===== src/rtl/spi_dma_rx_if.sv =====
// DMA write port between the SPI receiver (master side) and the RAM arbiter (slave side).
interface spi_dma_rx_if;
    logic        dma_en_o;
    logic [31:0] dma_addr_o;
    logic        dma_wr_o;
    logic [31:0] dma_wdata_o;
    logic        dma_busy_i;

    // Handshake: dma_wr_o is a one-cycle strobe raised only after a cycle with dma_busy_i low;
    // dma_addr_o/dma_wdata_o stay stable from one strobe until the next.
    modport master (output dma_en_o, dma_addr_o, dma_wr_o, dma_wdata_o, input dma_busy_i);
    modport slave  (input dma_en_o, dma_addr_o, dma_wr_o, dma_wdata_o, output dma_busy_i);
endinterface


===== src/rtl/spi_dma_rx.sv =====
// SPI mode-0 slave receiver: packs MOSI bytes little-endian into 32-bit words and
// writes them to RAM through the DMA port; MISO repeats a programmable response byte.
module spi_dma_rx #(
    parameter int SYNC_STAGES = 2
) (
    input  logic        clk,
    input  logic        reset,
    input  logic        spi_clk,
    input  logic        spi_cs_n,
    input  logic        spi_mosi,
    output logic        spi_miso,
    input  logic [3:0]  reg_addr_we,
    input  logic [31:0] reg_addr_i,
    input  logic [3:0]  reg_count_we,
    input  logic [31:0] reg_count_i,
    input  logic [3:0]  reg_dat_we,
    input  logic [31:0] reg_dat_di,
    output logic [31:0] reg_dat_do,
    output logic [31:0] reg_conf_do,
    spi_dma_rx_if.master dma
);
    typedef enum logic [0:0] {IDLE = 1'b0, ARMED = 1'b1} state_t;

    state_t state_q, state_d;

    logic [SYNC_STAGES-1:0] sclk_sync, cs_sync, mosi_sync;
    logic        sclk_d, cs_d;
    logic [31:0] addr, addr_out, wdata_out, hold, word;
    logic [15:0] count;
    logic [7:0]  tx_byte, rx_byte, shift;
    logic [2:0]  bitcnt, miso_idx;
    logic [1:0]  bytecnt;
    logic        pend, overflow, dma_wr, miso;

    logic sclk_s, cs_low, mosi_s, sclk_rise, sclk_fall, cs_fall;
    logic strobe, byte_done, word_done, count_wr;
    logic [15:0] count_in;
    logic [7:0]  new_byte;

    assign sclk_s    = sclk_sync[SYNC_STAGES-1];
    assign cs_low    = ~cs_sync[SYNC_STAGES-1];
    assign mosi_s    = mosi_sync[SYNC_STAGES-1];
    assign sclk_rise = sclk_s & ~sclk_d;
    assign sclk_fall = ~sclk_s & sclk_d;
    assign cs_fall   = cs_low & cs_d;

    assign strobe    = pend & ~dma.dma_busy_i & ~dma_wr;
    assign count_wr  = |reg_count_we;
    assign count_in  = reg_count_i[17:2];
    assign new_byte  = {shift[6:0], mosi_s};
    assign byte_done = (state_q == ARMED) & cs_low & sclk_rise & (bitcnt == 3'd7);
    assign word_done = byte_done & (bytecnt == 2'd3);

    always_ff @(posedge clk) begin
        if (reset) begin
            sclk_sync <= '0;
            cs_sync   <= '1;
            mosi_sync <= '0;
            sclk_d    <= 1'b0;
            cs_d      <= 1'b1;
            state_q   <= IDLE;
        end else begin
            sclk_sync <= {sclk_sync[SYNC_STAGES-2:0], spi_clk};
            cs_sync   <= {cs_sync[SYNC_STAGES-2:0], spi_cs_n};
            mosi_sync <= {mosi_sync[SYNC_STAGES-2:0], spi_mosi};
            sclk_d    <= sclk_s;
            cs_d      <= ~cs_low;
            state_q   <= state_d;
        end
    end

    // Arming only from IDLE with a nonzero word count; the last strobe returns to IDLE.
    always_comb begin
        state_d = state_q;
        case (state_q)
            IDLE:    if (count_wr && count_in != 16'd0) state_d = ARMED;
            ARMED:   if (strobe && count == 16'd1) state_d = IDLE;
            default: state_d = IDLE;
        endcase
    end

    always_ff @(posedge clk) begin
        if (reset) begin
            addr      <= '0;
            addr_out  <= '0;
            wdata_out <= '0;
            hold      <= '0;
            word      <= '0;
            count     <= '0;
            tx_byte   <= '0;
            rx_byte   <= '0;
            shift     <= '0;
            bitcnt    <= '0;
            bytecnt   <= '0;
            miso_idx  <= '0;
            pend      <= 1'b0;
            overflow  <= 1'b0;
            dma_wr    <= 1'b0;
            miso      <= 1'b0;
        end else begin
            dma_wr <= strobe;
            if (strobe) begin
                addr_out  <= addr;
                wdata_out <= hold;
                addr      <= addr + 32'd1;
                if (count != 16'd0) count <= count - 16'd1;
                pend      <= 1'b0;
            end

            if (state_q == IDLE) begin
                bitcnt  <= '0;
                bytecnt <= '0;
                if (|reg_addr_we) addr <= {10'b0, reg_addr_i[23:2]};
                if (count_wr) begin
                    count <= count_in;
                    if (count_in != 16'd0) overflow <= 1'b0;
                end
            end else if (!cs_low) begin
                bitcnt  <= '0;
                bytecnt <= '0;
            end else if (sclk_rise) begin
                shift  <= new_byte;
                bitcnt <= bitcnt + 3'd1;
                if (byte_done) begin
                    rx_byte                    <= new_byte;
                    word[{bytecnt, 3'b000} +: 8] <= new_byte;
                    bytecnt                    <= bytecnt + 2'd1;
                end
                // A word finishing while the previous one still waits is dropped.
                if (word_done) begin
                    if (pend) begin
                        overflow <= 1'b1;
                    end else begin
                        hold <= {new_byte, word[23:0]};
                        pend <= 1'b1;
                    end
                end
            end

            if (reg_dat_we[0]) tx_byte <= reg_dat_di[7:0];

            if (cs_fall) begin
                miso     <= tx_byte[7];
                miso_idx <= 3'd6;
            end else if (cs_low && sclk_fall) begin
                miso     <= tx_byte[miso_idx];
                miso_idx <= miso_idx - 3'd1;
            end
        end
    end

    assign spi_miso        = miso;
    assign reg_dat_do      = {24'b0, rx_byte};
    assign reg_conf_do     = {29'b0, overflow, state_q == ARMED, (state_q == IDLE) & ~pend};
    assign dma.dma_en_o    = |count;
    assign dma.dma_addr_o  = addr_out;
    assign dma.dma_wr_o    = dma_wr;
    assign dma.dma_wdata_o = wdata_out;

    logic unused_bits;
    assign unused_bits = ^{reg_addr_i[31:24], reg_addr_i[1:0], reg_count_i[31:18],
                           reg_count_i[1:0], reg_dat_we[3:1], reg_dat_di[31:8]};
endmodule


===== src/flat_wrapper.sv =====
// flat-port wrapper written by rule: the top's interface ports become plain ports
module spi_dma_rx_flat 
#(
    parameter int SYNC_STAGES = 2
)
  (clk, reset, spi_clk, spi_cs_n, spi_mosi, spi_miso, reg_addr_we, reg_addr_i, reg_count_we, reg_count_i, reg_dat_we, reg_dat_di, reg_dat_do, reg_conf_do, dma_dma_en_o, dma_dma_addr_o, dma_dma_wr_o, dma_dma_wdata_o, dma_dma_busy_i);
  spi_dma_rx_if dma_i ();
  input  logic clk;
  input  logic reset;
  input  logic spi_clk;
  input  logic spi_cs_n;
  input  logic spi_mosi;
  output logic spi_miso;
  input  logic [3:0] reg_addr_we;
  input  logic [31:0] reg_addr_i;
  input  logic [3:0] reg_count_we;
  input  logic [31:0] reg_count_i;
  input  logic [3:0] reg_dat_we;
  input  logic [31:0] reg_dat_di;
  output logic [31:0] reg_dat_do;
  output logic [31:0] reg_conf_do;
  output wire logic [$bits(dma_i.dma_en_o)-1:0] dma_dma_en_o;
  output wire logic [$bits(dma_i.dma_addr_o)-1:0] dma_dma_addr_o;
  output wire logic [$bits(dma_i.dma_wr_o)-1:0] dma_dma_wr_o;
  output wire logic [$bits(dma_i.dma_wdata_o)-1:0] dma_dma_wdata_o;
  input wire logic [$bits(dma_i.dma_busy_i)-1:0] dma_dma_busy_i;
  assign dma_dma_en_o = dma_i.dma_en_o;
  assign dma_dma_addr_o = dma_i.dma_addr_o;
  assign dma_dma_wr_o = dma_i.dma_wr_o;
  assign dma_dma_wdata_o = dma_i.dma_wdata_o;
  assign dma_i.dma_busy_i = dma_dma_busy_i;
  spi_dma_rx #(.SYNC_STAGES(SYNC_STAGES)) u_core (.clk(clk), .reset(reset), .spi_clk(spi_clk), .spi_cs_n(spi_cs_n), .spi_mosi(spi_mosi), .spi_miso(spi_miso), .reg_addr_we(reg_addr_we), .reg_addr_i(reg_addr_i), .reg_count_we(reg_count_we), .reg_count_i(reg_count_i), .reg_dat_we(reg_dat_we), .reg_dat_di(reg_dat_di), .reg_dat_do(reg_dat_do), .reg_conf_do(reg_conf_do), .dma(dma_i));
endmodule

===== config.mk =====
export PLATFORM = sky130hd
export DESIGN_NAME = spi_dma_rx_flat
export DESIGN_NICKNAME = d
export VERILOG_FILES = /design/src/rtl/spi_dma_rx_if.sv /design/src/rtl/spi_dma_rx.sv /design/src/flat_wrapper.sv
export SDC_FILE = /design/constraint.sdc
export NUM_CORES = 1
export LEC_CHECK = 0
export ABC_AREA = 1
export CORE_MARGIN = 10
export CORE_UTILIZATION = 44
export DETAILED_ROUTE_END_ITERATION = 6
export PLACE_DENSITY = 0.76
export SLEW_MARGIN = 20
export SYNTH_ARGS = -nofsm -noshare
export SYNTH_HDL_FRONTEND = slang
export SYNTH_SLANG_ARGS = --single-unit

===== constraint.sdc =====
create_clock -name clk -period 1.8 [get_ports clk]
set_input_delay 0.36 -clock clk [delete_from_list [all_inputs] [get_ports clk]]
set_output_delay 0.36 -clock clk [all_outputs]
set_load 0.01 [all_outputs]

==> impl_results.md <==
* Status: complete, but fails checks
* Violated checks: negative setup slack
* Gr ovfl total at 0
* Initial Utilization at between 40% and 50%
* Drt first-iter violations at 741
* Port bufs at 138
* Die Y at between 150 and 200 µm
* Top-area cell type share of the netlist area at approximately 45%
* Placed cell count at 1,735
* Clk_lat worst skew at 0.51 ns
* Dpl hpwl at about 19,000 µm
* Final non-filler cell total at 1,775
* Pre-CTS setup slack at -0.210 ns
* Final Wtd Congestion at about 0.97
* First-pass GRT wire length at 42,000 µm
* Fmax achieved at 555 MHz
* Pwr dens at about 870 mW/mm²
* Reg clk slew, reported paths at 0.06 ns
* Share of flip-flops with an asynchronous set or reset at 0%
* Layout cells sized above 1 at approximately a tenth
* Worst-Margin Slew at about 0.55 ns
* Antenna violations before repair at 0
* Synthesized area at between 0.009 and 0.01 mm²
* Wirelength per Cell at 14.7 µm
* Layout Utilization at 57.5%
* Clock tree buffer depth at 3
* Area Growth Syn to Fin at 27.9%
* Drt drc at 0
* 1st-pass router iterations at 5
* N_diodes at 0
* Syn Area/Cell at 7.19 µm²
* Post-Synthesis Cells at 1,320
* Fin Hold WS at 0.296 ns
* Pin count of the biggest net entering global routing at 73
* Yosys warnings at 0
* Final nets at 1,612
* Post-synth EDFFs at 0
* Routed Antenna Nets at 0
* Worst setup EP type: primary output
* Die W at 167 µm
* Seq/Total Area, Yosys at 44.7%
* Register Area at around 0.0042 mm²
* Clock sinks at between 200 and 250
* I/O pin cnt at 245
* Vias at 8,878
* Via/cell ratio at 5.00
* Final setup margin at -0.00260 ns
* Root buffer cell: clkbuf_16
* Fillers at 1,978
* Number of global-route vias before repair at about 8,500
* Wirelength, routed at 26,000 µm
* Hold buffers post-CTS at 0
* Min Tclk post-route at 1.80 ns
* TritonCTS clock tree: built
* Largest cells by area after synthesis: dfxtp_1 45%, nand2_1 9.3%, o21ai_0 8.0%, nand3_1 6.5%, inv_1 6.4%
* Arr. time, crit path at 1.44 ns
* Worst Setup Start Kind: register
* Fin crit share at 100%
* Total GRT Usage at 17.4%
* Post-synth top flop: dfxtp_1
* Crit Path Category: register to primary output
* Total power at roughly 11,000 µW
* Row count at 53
* RSZ-0062 raised after global routing: yes
* Distinct cells, synth at 34
* Hold Violations, Final at 0
* Multi-input gate area at 0.00421 mm²
* H-tree Lvls at 1
* Hold Crit Class: primary input to register
* Max Slew Vio Count at 0
* Crit path max fanout at 4
* Leakage power at 0.00547 µW
* Full die area at 0.0278 mm²
* CTS Buf Count at 22
* Req. time, crit path at 1.44 ns
* Peak supply drop at 0.000823 V
* Core area at 0.0211 mm²
* Max_cap viols at 0
* Final Setup Violations at 1
* Max_slew headroom at 63.2%
* Largest area contributor in the netlist: dfxtp_1
* Worst Skew at 0.0127 ns
* Seq cells post-synth at approximately 210
[metrics by stage]
step	area (µm²)	setup TNS [ns]
final	12100	-0.00260
after global routing	12100	-0.0645
after CTS	12000	-0.0888
after detailed placement	11300	-4.71
after global placement	11300	-3.15
after floorplan	9680	0
[kinds of logic (layout without fill, tap and decap cells)]
| logic type | count (synthesis) | in the layout | share of synthesized area [%] |
|---|---|---|---|
| other | 1 | 53 | 0.0395 |
| flip-flops | 212 | 212 | 44.7 |
| adder cells (fa/ha/maj) | 11 | 11 | 1.45 |
| XOR/XNOR | 17 | 17 | 1.57 |
| buffers and inverters | 279 | 407 | 13.8 |
| AO/OA/AOI/OAI | 250 | 250 | 13.4 |
| AND/OR/NAND/NOR | 550 | 550 | 25.1 |
[layer usage]
layer | track usage (%) | vias to the layer above | wire length [µm]
met5 | 0 | - | 0
met4 | 4.96 | 0 | 714
met3 | 3.41 | 47 | 1380
met2 | 31.3 | 250 | 13100
met1 | 20.5 | 4098 | 10900
li1 | - | 4483 | -
[registers in the layout, indices dropped and copies added, names as in the netlist, 2 cells and up]
register,count
u_core.addr,32
u_core.bitcnt,3
u_core.bytecnt,2
u_core.count,16
u_core.cs_sync,2
u_core.dma.dma_addr_o,32
u_core.dma.dma_wdata_o,32
u_core.hold,32
u_core.miso_idx,3
u_core.mosi_sync,2
u_core.rx_byte,8
u_core.sclk_sync,2
u_core.shift,7
u_core.tx_byte,8
u_core.word,24
[where the power goes]
| part | total, µW | internal (µW) | switching, µW |
|---|---|---|---|
| combinational | 980 | 414 | 566 |
| clock | 4650 | 2780 | 1860 |
| sequential | 4920 | 4810 | 116 |
| total | 10600 | 8010 | 2550 |
[cell type report]
type | instances | share of cell area (%)
clock buffers | 29 | 5.25
clock inverters | 8 | 0.990
inverters | 168 | 5.22
multi-input cells | 881 | 34.7
flip-flops and latches | 212 | 35.0
well taps | 275 | 2.84
repair buffers | 202 | 16.0
[critical path, stage by stage (launching register included)]
cell and delay [ns]:
dfxtp_1 0.35, nor2_2 0.14, nand2_1 0.09, nor2_2 0.15
nand2_2 0.08, buf_6 0.12
[synth_stat cells, types with 11 or more instances]
master	n
nand2_1	236
dfxtp_1	212
inv_1	163
o21ai_0	152
nor2_1	133
nand3_1	124
a21oi_1	83
buf_4	56
clkbuf_1	41
nand4_1	30
xor2_1	15
ha_1	11
[repair_timing]
| action | 4_1_cts | 5_1_grt |
|---|---|---|
| resized for setup | 28 | 46 |
| setup buffers | 1 | 2 |
| pin swaps | 1 | 3 |
| endpoints found under the setup margin | 29 | 50 |
[final timing paths]
kind | from | slack (ns) | end | depth (start not counted)
worst max-delay path | u_core.count[9] | -0.003 | dma_dma_en_o | 5
worst min-delay path | reset | 0.30 | u_core.cs_d | 3
worst max register to register | u_core.bitcnt[0] | 0.14 | u_core.hold[4] | 8
worst min register to register | u_core.sclk_sync[0] | 0.40 | u_core.sclk_sync[1] | 2
[cells in the final DEF (no fill, tap or decap), drive strengths merged, types with 53 or more instances in the layout]
cell type / instances
clkdlybuf4s50: 101
a21oi: 83
inv: 167
o21ai: 157
nand2: 240
nand3: 124
dfxtp: 212
buf: 67
nor2: 137
conb: 53
Power figures use the tool's default switching activity.
